<file path="config.mk">
export PLATFORM = sky130hd
export DESIGN_NAME = ifetch_queue_flat
export DESIGN_NICKNAME = d
export VERILOG_FILES = /design/src/rtl/ifetch_queue_if.sv /design/src/rtl/ifetch_queue.sv /design/src/flat_wrapper.sv
export SDC_FILE = /design/constraint.sdc
export NUM_CORES = 1
export LEC_CHECK = 0
export ABC_AREA = 0
export CORE_ASPECT_RATIO = 1.75
export CORE_MARGIN = 10
export CORE_UTILIZATION = 56
export DETAILED_ROUTE_END_ITERATION = 12
export GPL_TIMING_DRIVEN = 0
export PLACE_DENSITY_LB_ADDON = 0.2
export SLEW_MARGIN = 5
export SYNTH_ARGS = -nofsm -noshare
export SYNTH_HDL_FRONTEND = slang
export SYNTH_SLANG_ARGS = --single-unit
export TNS_END_PERCENT = 100
</file>
<file path="constraint.sdc">
create_clock -name clk_in -period 5.95 [get_ports clk_in]
set_clock_uncertainty 0.05 [all_clocks]
set_input_delay 0.8925 -clock clk_in [delete_from_list [all_inputs] [get_ports clk_in]]
set_output_delay 0.8925 -clock clk_in [all_outputs]
set_load 0.02 [all_outputs]
</file>
<file path="src/rtl/ifetch_queue_if.sv">
// ifetch_queue_if: fetch bus to the cache controller plus the decode-side queue head
interface ifetch_queue_if;
    logic [31:0] pc;
    logic        start_fetch;
    logic        fetch_ready;
    logic [31:0] inst;
    logic [31:0] inst_addr;
    logic        dec_ready;
    logic        dec_valid;
    logic [31:0] dec_inst;
    logic [31:0] dec_pc;
    logic [31:0] dec_pred_pc;

    modport master (
        output pc, start_fetch, dec_valid, dec_inst, dec_pc, dec_pred_pc,
        input  fetch_ready, inst, inst_addr, dec_ready
    );

    modport slave (
        input  pc, start_fetch, dec_valid, dec_inst, dec_pc, dec_pred_pc,
        output fetch_ready, inst, inst_addr, dec_ready
    );
endinterface

</file>
<file path="src/rtl/ifetch_queue.sv">
// ifetch_queue: fetch FSM with static next-PC prediction feeding a small instruction FIFO
module ifetch_queue #(
    parameter int          DEPTH    = 4,
    parameter logic [31:0] RESET_PC = 32'h0
) (
    input  logic           clk_in,
    input  logic           rst_n_in,
    input  logic           rdy_in,
    input  logic           rob_clear_up,
    input  logic [31:0]    rob_new_pc,
    ifetch_queue_if.master bus
);
    localparam int          AW   = $clog2(DEPTH);
    localparam logic [AW:0] FULL = (AW+1)'(DEPTH);

    typedef enum logic {S_IDLE, S_WAIT} state_t;

    state_t        r_state;
    logic          r_start;
    logic [31:0]   r_pc;
    logic [AW-1:0] r_head, r_tail;
    logic [AW:0]   r_count;
    logic [31:0]   r_q_inst [DEPTH];
    logic [31:0]   r_q_pc   [DEPTH];
    logic [31:0]   r_q_pred [DEPTH];

    logic [6:0]    w_opcode;
    logic [31:0]   w_j_imm, w_b_imm, w_npc;
    logic          w_accept, w_pop, w_valid;
    logic [AW:0]   w_count_next;

    // Static prediction: JAL and backward branches taken, everything else falls through
    assign w_opcode = bus.inst[6:0];
    assign w_j_imm  = {{12{bus.inst[31]}}, bus.inst[19:12], bus.inst[20], bus.inst[30:21], 1'b0};
    assign w_b_imm  = {{20{bus.inst[31]}}, bus.inst[7], bus.inst[30:25], bus.inst[11:8], 1'b0};
    assign w_npc    = r_pc + ((w_opcode == 7'b1101111) ? w_j_imm :
                              (w_opcode == 7'b1100011 && bus.inst[31]) ? w_b_imm : 32'd4);

    // A response only counts if it answers the address currently requested
    assign w_valid  = r_count != '0;
    assign w_accept = rdy_in && !rob_clear_up && r_state == S_WAIT && bus.fetch_ready && bus.inst_addr == r_pc;
    assign w_pop    = rdy_in && !rob_clear_up && w_valid && bus.dec_ready;
    assign w_count_next = (w_accept && !w_pop) ? r_count + (AW+1)'(1) :
                          (!w_accept && w_pop) ? r_count - (AW+1)'(1) : r_count;

    assign bus.pc          = r_pc;
    assign bus.start_fetch = r_start;
    assign bus.dec_valid   = w_valid;
    assign bus.dec_inst    = w_valid ? r_q_inst[r_head] : '0;
    assign bus.dec_pc      = w_valid ? r_q_pc[r_head]   : '0;
    assign bus.dec_pred_pc = w_valid ? r_q_pred[r_head] : '0;

    // Fetch FSM: request while the queue has room, advance pc on each accepted response
    always_ff @(posedge clk_in or negedge rst_n_in) begin
        if (!rst_n_in) begin
            r_state <= S_IDLE;
            r_start <= 1'b0;
            r_pc    <= RESET_PC;
        end else if (rdy_in) begin
            if (rob_clear_up) begin
                r_state <= S_IDLE;
                r_start <= 1'b0;
                r_pc    <= rob_new_pc;
            end else if (r_state == S_IDLE) begin
                if (r_count < FULL) begin
                    r_state <= S_WAIT;
                    r_start <= 1'b1;
                end
            end else if (w_accept) begin
                r_pc <= w_npc;
                if (w_count_next == FULL) begin
                    r_state <= S_IDLE;
                    r_start <= 1'b0;
                end
            end
        end
    end

    // Queue pointers and occupancy; a flush empties the queue outright
    always_ff @(posedge clk_in or negedge rst_n_in) begin
        if (!rst_n_in) begin
            r_head  <= '0;
            r_tail  <= '0;
            r_count <= '0;
        end else if (rdy_in) begin
            if (rob_clear_up) begin
                r_head  <= '0;
                r_tail  <= '0;
                r_count <= '0;
            end else begin
                if (w_accept) r_tail <= r_tail + AW'(1);
                if (w_pop)    r_head <= r_head + AW'(1);
                r_count <= w_count_next;
            end
        end
    end

    // Queue storage; entries are only ever read while counted as valid
    always_ff @(posedge clk_in) begin
        if (w_accept) begin
            r_q_inst[r_tail] <= bus.inst;
            r_q_pc[r_tail]   <= r_pc;
            r_q_pred[r_tail] <= w_npc;
        end
    end
endmodule

</file>
<file path="src/flat_wrapper.sv">
// flat-port wrapper written by rule: the top's interface ports become plain ports
module ifetch_queue_flat 
#(
    parameter int          DEPTH    = 4,
    parameter logic [31:0] RESET_PC = 32'h0
)
  (clk_in, rst_n_in, rdy_in, rob_clear_up, rob_new_pc, bus_pc, bus_start_fetch, bus_dec_valid, bus_dec_inst, bus_dec_pc, bus_dec_pred_pc, bus_fetch_ready, bus_inst, bus_inst_addr, bus_dec_ready);
  ifetch_queue_if bus_i ();
  input  logic clk_in;
  input  logic rst_n_in;
  input  logic rdy_in;
  input  logic rob_clear_up;
  input  logic [31:0] rob_new_pc;
  output wire logic [$bits(bus_i.pc)-1:0] bus_pc;
  output wire logic [$bits(bus_i.start_fetch)-1:0] bus_start_fetch;
  output wire logic [$bits(bus_i.dec_valid)-1:0] bus_dec_valid;
  output wire logic [$bits(bus_i.dec_inst)-1:0] bus_dec_inst;
  output wire logic [$bits(bus_i.dec_pc)-1:0] bus_dec_pc;
  output wire logic [$bits(bus_i.dec_pred_pc)-1:0] bus_dec_pred_pc;
  input wire logic [$bits(bus_i.fetch_ready)-1:0] bus_fetch_ready;
  input wire logic [$bits(bus_i.inst)-1:0] bus_inst;
  input wire logic [$bits(bus_i.inst_addr)-1:0] bus_inst_addr;
  input wire logic [$bits(bus_i.dec_ready)-1:0] bus_dec_ready;
  assign bus_pc = bus_i.pc;
  assign bus_start_fetch = bus_i.start_fetch;
  assign bus_dec_valid = bus_i.dec_valid;
  assign bus_dec_inst = bus_i.dec_inst;
  assign bus_dec_pc = bus_i.dec_pc;
  assign bus_dec_pred_pc = bus_i.dec_pred_pc;
  assign bus_i.fetch_ready = bus_fetch_ready;
  assign bus_i.inst = bus_inst;
  assign bus_i.inst_addr = bus_inst_addr;
  assign bus_i.dec_ready = bus_dec_ready;
  ifetch_queue #(.DEPTH(DEPTH), .RESET_PC(RESET_PC)) u_core (.clk_in(clk_in), .rst_n_in(rst_n_in), .rdy_in(rdy_in), .rob_clear_up(rob_clear_up), .rob_new_pc(rob_new_pc), .bus(bus_i));
endmodule
</file>
After elaboration in Yosys (flattened, before gate mapping)
Memory sizes are Yosys's and may differ from the RTL's.
Cells that the tools add are included.
Widths: inputs -> output; s select.
- reduce and logical (&&, ||, !) cells: 21
- eq/ne operators: 6
- mux-type cells: 27
- order comparisons: 1
- add/sub/neg operators: 5
- operators by type and width (operator ; count):
    $mux 32 ; 8
    $add 32x32->32 ; 1
    $eq 32x32->1 ; 1
    $eq 7x7->1 const B ; 2
    $mux 1 ; 12
    $logic_and 1x1->1 ; 9
    $mux 3 ; 3
    $mux 2 ; 4
    $ne 3x3->1 const B ; 2
    $reduce_bool 2->1 ; 3
    $reduce_bool 3->1 ; 2
    $add 2x1->2 const B ; 2
    $reduce_and 2->1 ; 2
    $reduce_and 4->1 ; 1
    $add 3x1->3 const B ; 1
    $eq 3x3->1 const B ; 1
    $logic_not 1->1 ; 3
    $lt 3x3->1 const B ; 1
    $reduce_and 3->1 ; 1
    $sub 3x1->3 const B ; 1
- memories kept: 3
- output and inout port bits: 130
- bits in registers: 41
- word-level logic and storage cells: 69
- bits in writable memories: 384
- input bits: 102
- memory list (memory ; words ; width ; read ports ; clocked after Yosys merged registers in ; write ports ; RTL line ; source):
    u_core.r_q_inst ; 4 ; 32 ; 1 ; 0 ; 1 ; ifetch_queue.sv:23 ; logic [31:0] r_q_inst [DEPTH];
    u_core.r_q_pc ; 4 ; 32 ; 1 ; 0 ; 1 ; ifetch_queue.sv:24 ; logic [31:0] r_q_pc [DEPTH];
    u_core.r_q_pred ; 4 ; 32 ; 1 ; 0 ; 1 ; ifetch_queue.sv:25 ; logic [31:0] r_q_pred [DEPTH];

Depth between registers and ports, before layout
Gate-level depths: netlist (run 1).
- word-level depth: 14
- mapped depth: 17
- depth with buffers taken out: 16

Worst setup path before layout (run 1)
No wires, ideal clock.
- kind: input port to flip-flop
- start: input rdy_in
- end: memory u_core.r_q_inst[0][0] (enable)
- stages: 6
- path buffers: 1
- library setup time: 464 ps
- arrival time: 4080 ps
- setup slack: 1356 ps
- data required time: 5436 ps
- cell sequence: nor2b_1 nand4_1 nor4_1 and3_1 clkbuf_1 and2_1
- word-level cells in the longest chain between the ends: 6
- RTL lines (what ; RTL line ; source):
    from (decl) ; flat_wrapper.sv:11 ; input logic rdy_in;
    $logic_and 1x1->1 (4 in series) ; ifetch_queue.sv:41 ; assign w_accept = rdy_in && !rob_clear_up && r_state == S_WAIT && bus.fetch_ready && bus.inst_addr == r_pc;
    $mux 1 ; ifetch_queue.sv:100 ; if (w_accept) begin
    $mux 1 (implied by the code) ; ifetch_queue.sv:101 ; r_q_inst[r_tail] <= bus.inst;
    to (decl) ; ifetch_queue.sv:23 ;
Every way passes these cells.

Final worst setup path (run 1)
- start: input bus_inst[31]
- end: register u_core.r_pc[31] (netlist: u_core.bus.pc[31])
- word-level cells in the longest chain between the ends: 7
- RTL lines (what ; RTL line ; source):
    from (decl) ; flat_wrapper.sv:21 ; input wire logic [$bits(bus_i.inst)-1:0] bus_inst;
    $logic_and 1x1->1 ; ifetch_queue.sv:37 ; (w_opcode == 7'b1100011 && bus.inst[31]) ? w_b_imm : 32'd4);
    $mux 32 ; ifetch_queue.sv:37 ;
    $mux 32 (*) ; ifetch_queue.sv:36 ; assign w_npc = r_pc + ((w_opcode == 7'b1101111) ? w_j_imm :
    $add 32x32->32 (*) ; ifetch_queue.sv:36 ;
    $mux 32 (*) ; ifetch_queue.sv:69 ; end else if (w_accept) begin
    $mux 32 (*) ; ifetch_queue.sv:64 ; end else if (r_state == S_IDLE) begin
    $mux 32 (*) ; ifetch_queue.sv:60 ; if (rob_clear_up) begin
    to (signal assigned) ; ifetch_queue.sv:63 ; r_pc <= rob_new_pc;
    to (signal assigned) ; ifetch_queue.sv:70 ; r_pc <= w_npc;
    to (decl) ; ifetch_queue.sv:20 ; logic [31:0] r_pc;
Mark *: on every way between the ends. The rest lies on a longest branch, timed or not. The select of a mux whose other input is x is not followed.
A chain may end at the register's enable or synchronous reset.

==> impl_metrics.env, run 1 <==
export IMPL_run_status="finished, final reports clean"
export IMPL_setup_viol=0
export IMPL_vias=11100
export IMPL_fin_crit_sh_pct=93.7
export IMPL_power_frac_clock_pct=26.5
export IMPL_portBuffers=231
export IMPL_worstPathMaxFanout=10
export IMPL_globalRouteTotalUtil_pct=23.8
export IMPL_power_frac_comb_pct=31.8
export IMPL_slew_violations=0
export IMPL_fin_tns_setup_ps=0
export IMPL_finalHoldViolations=0
export IMPL_fp_dieW_microns=157
export IMPL_clk_pin_slew_ps=70
export IMPL_cp_arrival_ps=6000
export IMPL_grt_overflow=0
export IMPL_grt_pass1_vias=11500
export IMPL_ioPinCount=232
export IMPL_vdd_drop_max_mv=0.271
export IMPL_synthFlopType="edfxtp_1"
export IMPL_start_kind="input pin"
export IMPL_syn_area_per_cell_sq_um=16.5
export IMPL_synth_compound_area_share_pct=5.24
export IMPL_synth_area_leaders="edfxtp_1, mux4_2, dfrtp_1"
export IMPL_placed_area_sq_um=21500
export IMPL_dpl_hpwl_microns=34700
export IMPL_fmax_mhz=179
export IMPL_rrSetupSlack_ps=1580
export IMPL_ant_nets=0
export IMPL_grt_pass1_wl_microns=72300
export IMPL_post_cts_buffers=0
export IMPL_row_count=88
export IMPL_r2r_start="u_core.bus.pc[29]$_DFFE_PN0P_"
export IMPL_seq_area_sq_um=12400
export IMPL_drive_above_1_share_pct=11.8
export IMPL_clk_latency_ps=540
export IMPL_syn_to_final_growth_pct=21.9
export IMPL_p_leak_nw=7.67
export IMPL_dr_pass1_iters=5
export IMPL_postSynth_asyncResetShare_pct=9.74
export IMPL_syn_inst=1121
export IMPL_cts_hold_buf=0
export IMPL_whs_ps=216
export IMPL_finalNetCount=1537
export IMPL_p_switching_mw=2.57
export IMPL_synth_edff_count=380
export IMPL_wl_per_cell_microns=26.6
export IMPL_drt_iter0_drc=947
export IMPL_synth_xor_area_share_pct=3.03
export IMPL_ys_types=58
export IMPL_rsz0062_at_grt="false"
export IMPL_p_int_mw=5.77
export IMPL_synth_top_family_by_area="multiplexers"
export IMPL_cts_made_buffers=37
export IMPL_cts_sinks=421
export IMPL_initial_utilization_pct=56.4
export IMPL_coreArea_sq_um=32800
export IMPL_critPathCaptureType="flip-flop"
export IMPL_fillCellCount=2278
export IMPL_final_area_sq_um=22600
export IMPL_die_area_sq_um=41000
export IMPL_htreeDepth=2
export IMPL_gp_congestion=0.910
export IMPL_clockBufferDepth=3
export IMPL_antenna_found_initial=1
export IMPL_vias_per_cell=6.06
export IMPL_clockRootBuffer="clkbuf_16"
export IMPL_critPathRequiredTime_ps=6370
export IMPL_rr_worst_depth=7
export IMPL_yosys_top_cells_count="edfxtp_1, and2_1, mux4_2"
export IMPL_pwr_share_seq_pct=41.7
export IMPL_cp_startpoint="bus_inst[31]"
export IMPL_cts_tree="yes"
export IMPL_drv_cap=0
export IMPL_worstSetupPathType="in2reg"
export IMPL_tightest_slew_ps=966
export IMPL_max_slew_margin_rel_pct=35.6
export IMPL_crit_end="u_core.bus.pc[31]$_DFFE_PN0P_"
export IMPL_synth_simple_gate_area_share_pct=7.63
export IMPL_synth_seq_cells=421
export IMPL_synth_fa_ha_area_share_pct=2.68
export IMPL_grt_max_degree=54
export IMPL_syn_area_sq_um=18500
export IMPL_drc=0
export IMPL_yosysSeqAreaShare_pct=67.2
export IMPL_yosysMostFrequentCell="edfxtp_1"
export IMPL_synth_fp_nets=1262
export IMPL_power_density_nw_per_um2=370
export IMPL_yosysWarnings=0
export IMPL_hold_path_class="in2async"
export IMPL_die_h_microns=260
export IMPL_fin_crit_ps=5580
export IMPL_muxShareOfSynthArea_pct=12.7
export IMPL_multi_input_area_sq_um=5800
export IMPL_power_share_switching_pct=30.8
export IMPL_wl_microns=48700
export IMPL_r2r_end="u_core.r_q_pred[3][26]$_DFFE_PP_"
export IMPL_yosys_area_top_type="edfxtp_1"
export IMPL_synth_top_area_share_pct=61.7
critical path, stage by stage:
cell and delay (ps):
clkdlybuf4s50_1 570, nor3b_1 200, a21oi_1 60, nor3_1 210
clkbuf_1 400, clkbuf_1 350, nand2_1 170, fa_1 420
a21oi_1 240, o211ai_1 240, a221oi_2 610, o2111ai_1 250
a41oi_1 360, o21ai_0 160, xnor2_1 220, or4_1 520
nand3_1 100
area by class of cell:
| class | instances | share of cell area [%] |
|---|---|---|
| timing repair buffer | 236 | 10.8 |
| inverter | 14 | 0.233 |
| antenna | 1 | 0.0111 |
| buffer | 58 | 1.04 |
| clock inverter | 17 | 0.383 |
| tap | 405 | 2.25 |
| multi-input combinational | 628 | 25.7 |
| sequential | 421 | 55.1 |
| clock buffer | 48 | 4.42 |
per-stage QoR:
step	cells	power [mW]	util (%)	setup slack (ps)
2_1_floorplan	1121	4.99	-	1360
3_3_place_gp	1757	6.18	65.0	-2100
3_5_place_dp	1762	6.22	65.4	-439
4_1_cts	1827	8.41	68.7	118
5_1_grt	1828	8.66	68.7	67.8
6_report	1828	8.34	68.7	374
routing by layer:
metal	global-route usage (%)	vias to the layer above	part of all wire, %
met5	0	-	0
met4	9.59	0	3.8
met3	3.61	81	5.8
met2	42.0	378	53
met1	28.6	5720	37
li1	-	4900	-
timing repair:
action | 4_1_cts | 5_1_grt
resized for setup | 0 | 1
endpoints found under the hold margin | 0 | 0
endpoints found under the setup margin | 0 | 6
registers in the layout, indices dropped and copies added (netlist names):
register                count
u_core.bus.start_fetch      1
u_core.r_q_pred           124
u_core.r_head               2
u_core.r_q_inst           128
u_core.r_q_pc             128
u_core.r_count              3
u_core.bus.pc              32
u_core.r_state              1
u_core.r_tail               2
cells by family (layout without fill, tap and decap cells):
family                     after synthesis  in the layout
AOI/OAI and AO/OA                      145            145
xor gates and xnor gates                64             64
adders and majority gates               39             39
buffers and inverters                   72            373
DFF                                    421            421
muxes                                  115            115
other                                    0              1
and+or+nand+nor                        265            265
power groups by stage:
stage	combinational [mW]	clock, mW	sequential [mW]
detailed placement	2.68	0	3.54
global route	2.83	2.35	3.48
floorplan	1.46	0	3.53
global placement	2.65	0	3.53
CTS	2.69	2.24	3.47
finish	2.65	2.21	3.48
cells in the final DEF (no fill, tap or decap), types with 14 or more instances in the layout:
master,instances
edfxtp_1,380
clkdlybuf4s50_1,230
and2_1,104
mux4_2,95
nand2_1,63
clkbuf_1,51
xnor2_1,47
a21oi_1,42
dfrtp_1,41
ha_1,38
clkbuf_16,37
nor2_1,30
o21ai_0,26
xor2_1,17
a21o_1,17
nand3_1,17
a31oi_1,17
mux2i_1,17
nand4_1,14
inv_1,14
o21a_1,14
how the worst min path moves through the flow:
stage	startpoint	to	slack, ps	cells after the start
2_1_floorplan	u_core.r_state$_DFFE_PN0P_	u_core.bus.start_fetch$_DFFE_PN0P_	410	1
3_3_place_gp	u_core.r_state$_DFFE_PN0P_	u_core.bus.start_fetch$_DFFE_PN0P_	440	1
3_5_place_dp	u_core.r_state$_DFFE_PN0P_	u_core.bus.start_fetch$_DFFE_PN0P_	450	1
4_1_cts	rst_n_in	u_core.bus.pc[28]$_DFFE_PN0P_	210	1
5_1_grt	rst_n_in	u_core.bus.pc[28]$_DFFE_PN0P_	220	1
6_report	rst_n_in	u_core.bus.pc[28]$_DFFE_PN0P_	220	1
No activity file was read; power rests on OpenSTA's default activity.
==> run 2: changes to the inputs <==
Settings changed: CORE_MARGIN 10 to unset, CTS_BUF_LIST set to sky130_fd_sc_hd__clkbuf_4 sky130_fd_sc_hd__clkbuf_8 sky130_fd_sc_hd__clkbuf_16.
==> impl_metrics.env, run 2 (synthesis results as in run 1) <==
export IMPL_run_status="finished, final reports clean"
export IMPL_drive_above_1_share_pct=12.8
export IMPL_pwr_share_seq_pct=41.3
export IMPL_grt_pass1_vias=11500
export IMPL_rsz0062_at_grt="false"
export IMPL_critPathRequiredTime_ps=6380
export IMPL_finalHoldViolations=0
export IMPL_drv_cap=0
export IMPL_final_cell_mix="edfxtp_1, clkdlybuf4s50_1, and2_1, mux4_2, nand2_1"
export IMPL_max_slew_margin_rel_pct=34.8
export IMPL_ant_nets=0
export IMPL_crit_slowest_cell="clkdlybuf4s50_1"
export IMPL_critical_path_max_stage_delay_ps=570
export IMPL_slew_violations=0
export IMPL_p_int_mw=5.85
export IMPL_syn_to_final_growth_pct=22.3
export IMPL_gp_congestion=0.931
export IMPL_critPathCaptureType="flip-flop"
export IMPL_clk_pin_slew_ps=70
export IMPL_vias_per_cell=6.03
export IMPL_power_frac_clock_pct=27.6
export IMPL_clockRootBuffer="clkbuf_16"
export IMPL_antenna_found_initial=0
export IMPL_clockBufferDepth=3
export IMPL_portBuffers=231
export IMPL_p_leak_nw=7.73
export IMPL_dp_slack_ps=-394
export IMPL_fin_tns_setup_ps=0
export IMPL_p_switching_mw=2.58
export IMPL_hold_path_class="in2async"
export IMPL_cp_arrival_ps=5930
export IMPL_fmax_mhz=182
export IMPL_drc=0
export IMPL_tightest_slew_ps=978
export IMPL_fin_total_pwr_mw=8.43
export IMPL_fin_crit_sh_pct=92.5
export IMPL_fillCellCount=2181
export IMPL_initial_utilization_pct=57.2
export IMPL_setup_viol=0
export IMPL_fp_dieW_microns=139
export IMPL_die_h_microns=242
export IMPL_coreArea_sq_um=32300
export IMPL_final_common_cell="edfxtp_1"
export IMPL_power_share_switching_pct=30.6
export IMPL_grt_max_degree=55
export IMPL_finalNetCount=1538
export IMPL_dpl_hpwl_microns=32300
export IMPL_cts_tree="yes"
export IMPL_fin_ws_ps=446
export IMPL_post_cts_buffers=0
export IMPL_grt_overflow=0
export IMPL_cp_cell_sequence="clkdlybuf4s50_1 -> nor3b_1 -> a21oi_1 -> nor3_1 -> clkbuf_1 -> clkbuf_1 -> nand2_1 -> fa_1 -> a21oi_1 -> o211ai_1 -> a221oi_2 -> o2111ai_1 -> a41oi_1 -> o21ai_0 -> xnor2_1 -> or4_1 -> nand3_1"
export IMPL_vdd_drop_max_mv=0.285
export IMPL_wl_microns=45800
export IMPL_cts_hold_buf=0
export IMPL_final_util_pct=70.0
export IMPL_globalRouteTotalUtil_pct=28.1
export IMPL_drt_iter0_drc=680
export IMPL_antenna_diode_count=0
export IMPL_vias=11000
export IMPL_ioPinCount=232
export IMPL_row_count=87
export IMPL_clk_latency_ps=550
export IMPL_power_frac_comb_pct=31.1
export IMPL_die_area_sq_um=33800
export IMPL_dr_pass1_iters=5
export IMPL_cp_num_buf_inv=3
export IMPL_power_density_nw_per_um2=373
export IMPL_start_kind="input pin"
export IMPL_critical_path_top_delay_family="compound AO/OA/AOI/OAI gates"
export IMPL_htreeDepth=2
export IMPL_worstPathMaxFanout=10
export IMPL_reg_top3="u_core.r_q_inst x128, u_core.r_q_pc x128, u_core.r_q_pred x124"
export IMPL_worstSetupPathType="in2reg"
export IMPL_cts_made_buffers=38
export IMPL_wl_per_cell_microns=25.1
export IMPL_grt_pass1_wl_microns=69200
export IMPL_fin_crit_ps=5500
export IMPL_cts_sinks=421
run 2: per-layer routing:
layer | vias up | wire length [microns] | global-route usage (%)
li1 | 4907 | - | -
met1 | 5603 | 17500 | 34.9
met2 | 400 | 24100 | 49.4
met3 | 99 | 2200 | 3.50
met4 | 0 | 2020 | 12.5
met5 | - | 0 | 0
run 2: power groups by stage:
stage / logic (mW) / clock network [mW] / registers [mW]
floorplan: 1.46 / 0 / 3.53
global placement: 2.61 / 0 / 3.54
detailed placement: 2.65 / 0 / 3.54
CTS: 2.66 / 2.35 / 3.48
global route: 2.80 / 2.46 / 3.49
finish: 2.63 / 2.33 / 3.48
run 2: final cells by class:
type / instances / area [sq um] / share of cell area, %
Timing Repair Buffer: 236 / 2440 / 10.8
Buffer: 58 / 235 / 1.04
Multi-Input combinational cell: 628 / 5800 / 25.6
Tap cell: 400 / 500 / 2.21
Inverter: 14 / 52.6 / 0.232
Sequential cell: 421 / 12400 / 55.0
Clock inverter: 17 / 97.6 / 0.431
Clock buffer: 51 / 1070 / 4.71
run 2: worst paths after layout:
path / start / endpoint / slack [ps] / cells after the start
worst min-delay path: rst_n_in / u_core.bus.pc[26]$_DFFE_PN0P_ / 170 / 1
worst max-delay path: bus_inst[31] / u_core.bus.pc[31]$_DFFE_PN0P_ / 450 / 17
min in group clk_in: u_core.r_state$_DFFE_PN0P_ / u_core.bus.start_fetch$_DFFE_PN0P_ / 480 / 1
max in group asynchronous: rst_n_in / u_core.bus.pc[9]$_DFFE_PN0P_ / 5170 / 2
worst max register to register: u_core.bus.pc[31]$_DFFE_PN0P_ / u_core.r_q_pc[2][5]$_DFFE_PP_ / 1470 / 7
worst min register to register: u_core.r_state$_DFFE_PN0P_ / u_core.bus.start_fetch$_DFFE_PN0P_ / 480 / 1
run 2: timing repair:
action | CTS | global route
gates resized for setup | 0 | 1
endpoints found under the hold margin | 0 | 0
setup endpoints to repair | 0 | 7
run 2: metrics by stage:
stage | std cells | cell area [sq um] | hold slack (ps)
6_report | 1825 | 22600 | 173
5_1_grt | 1825 | 22600 | 176
2_1_floorplan | 1121 | 18500 | 411
3_3_place_gp | 1752 | 21300 | 463
4_1_cts | 1825 | 22600 | 172
3_5_place_dp | 1757 | 21500 | 467
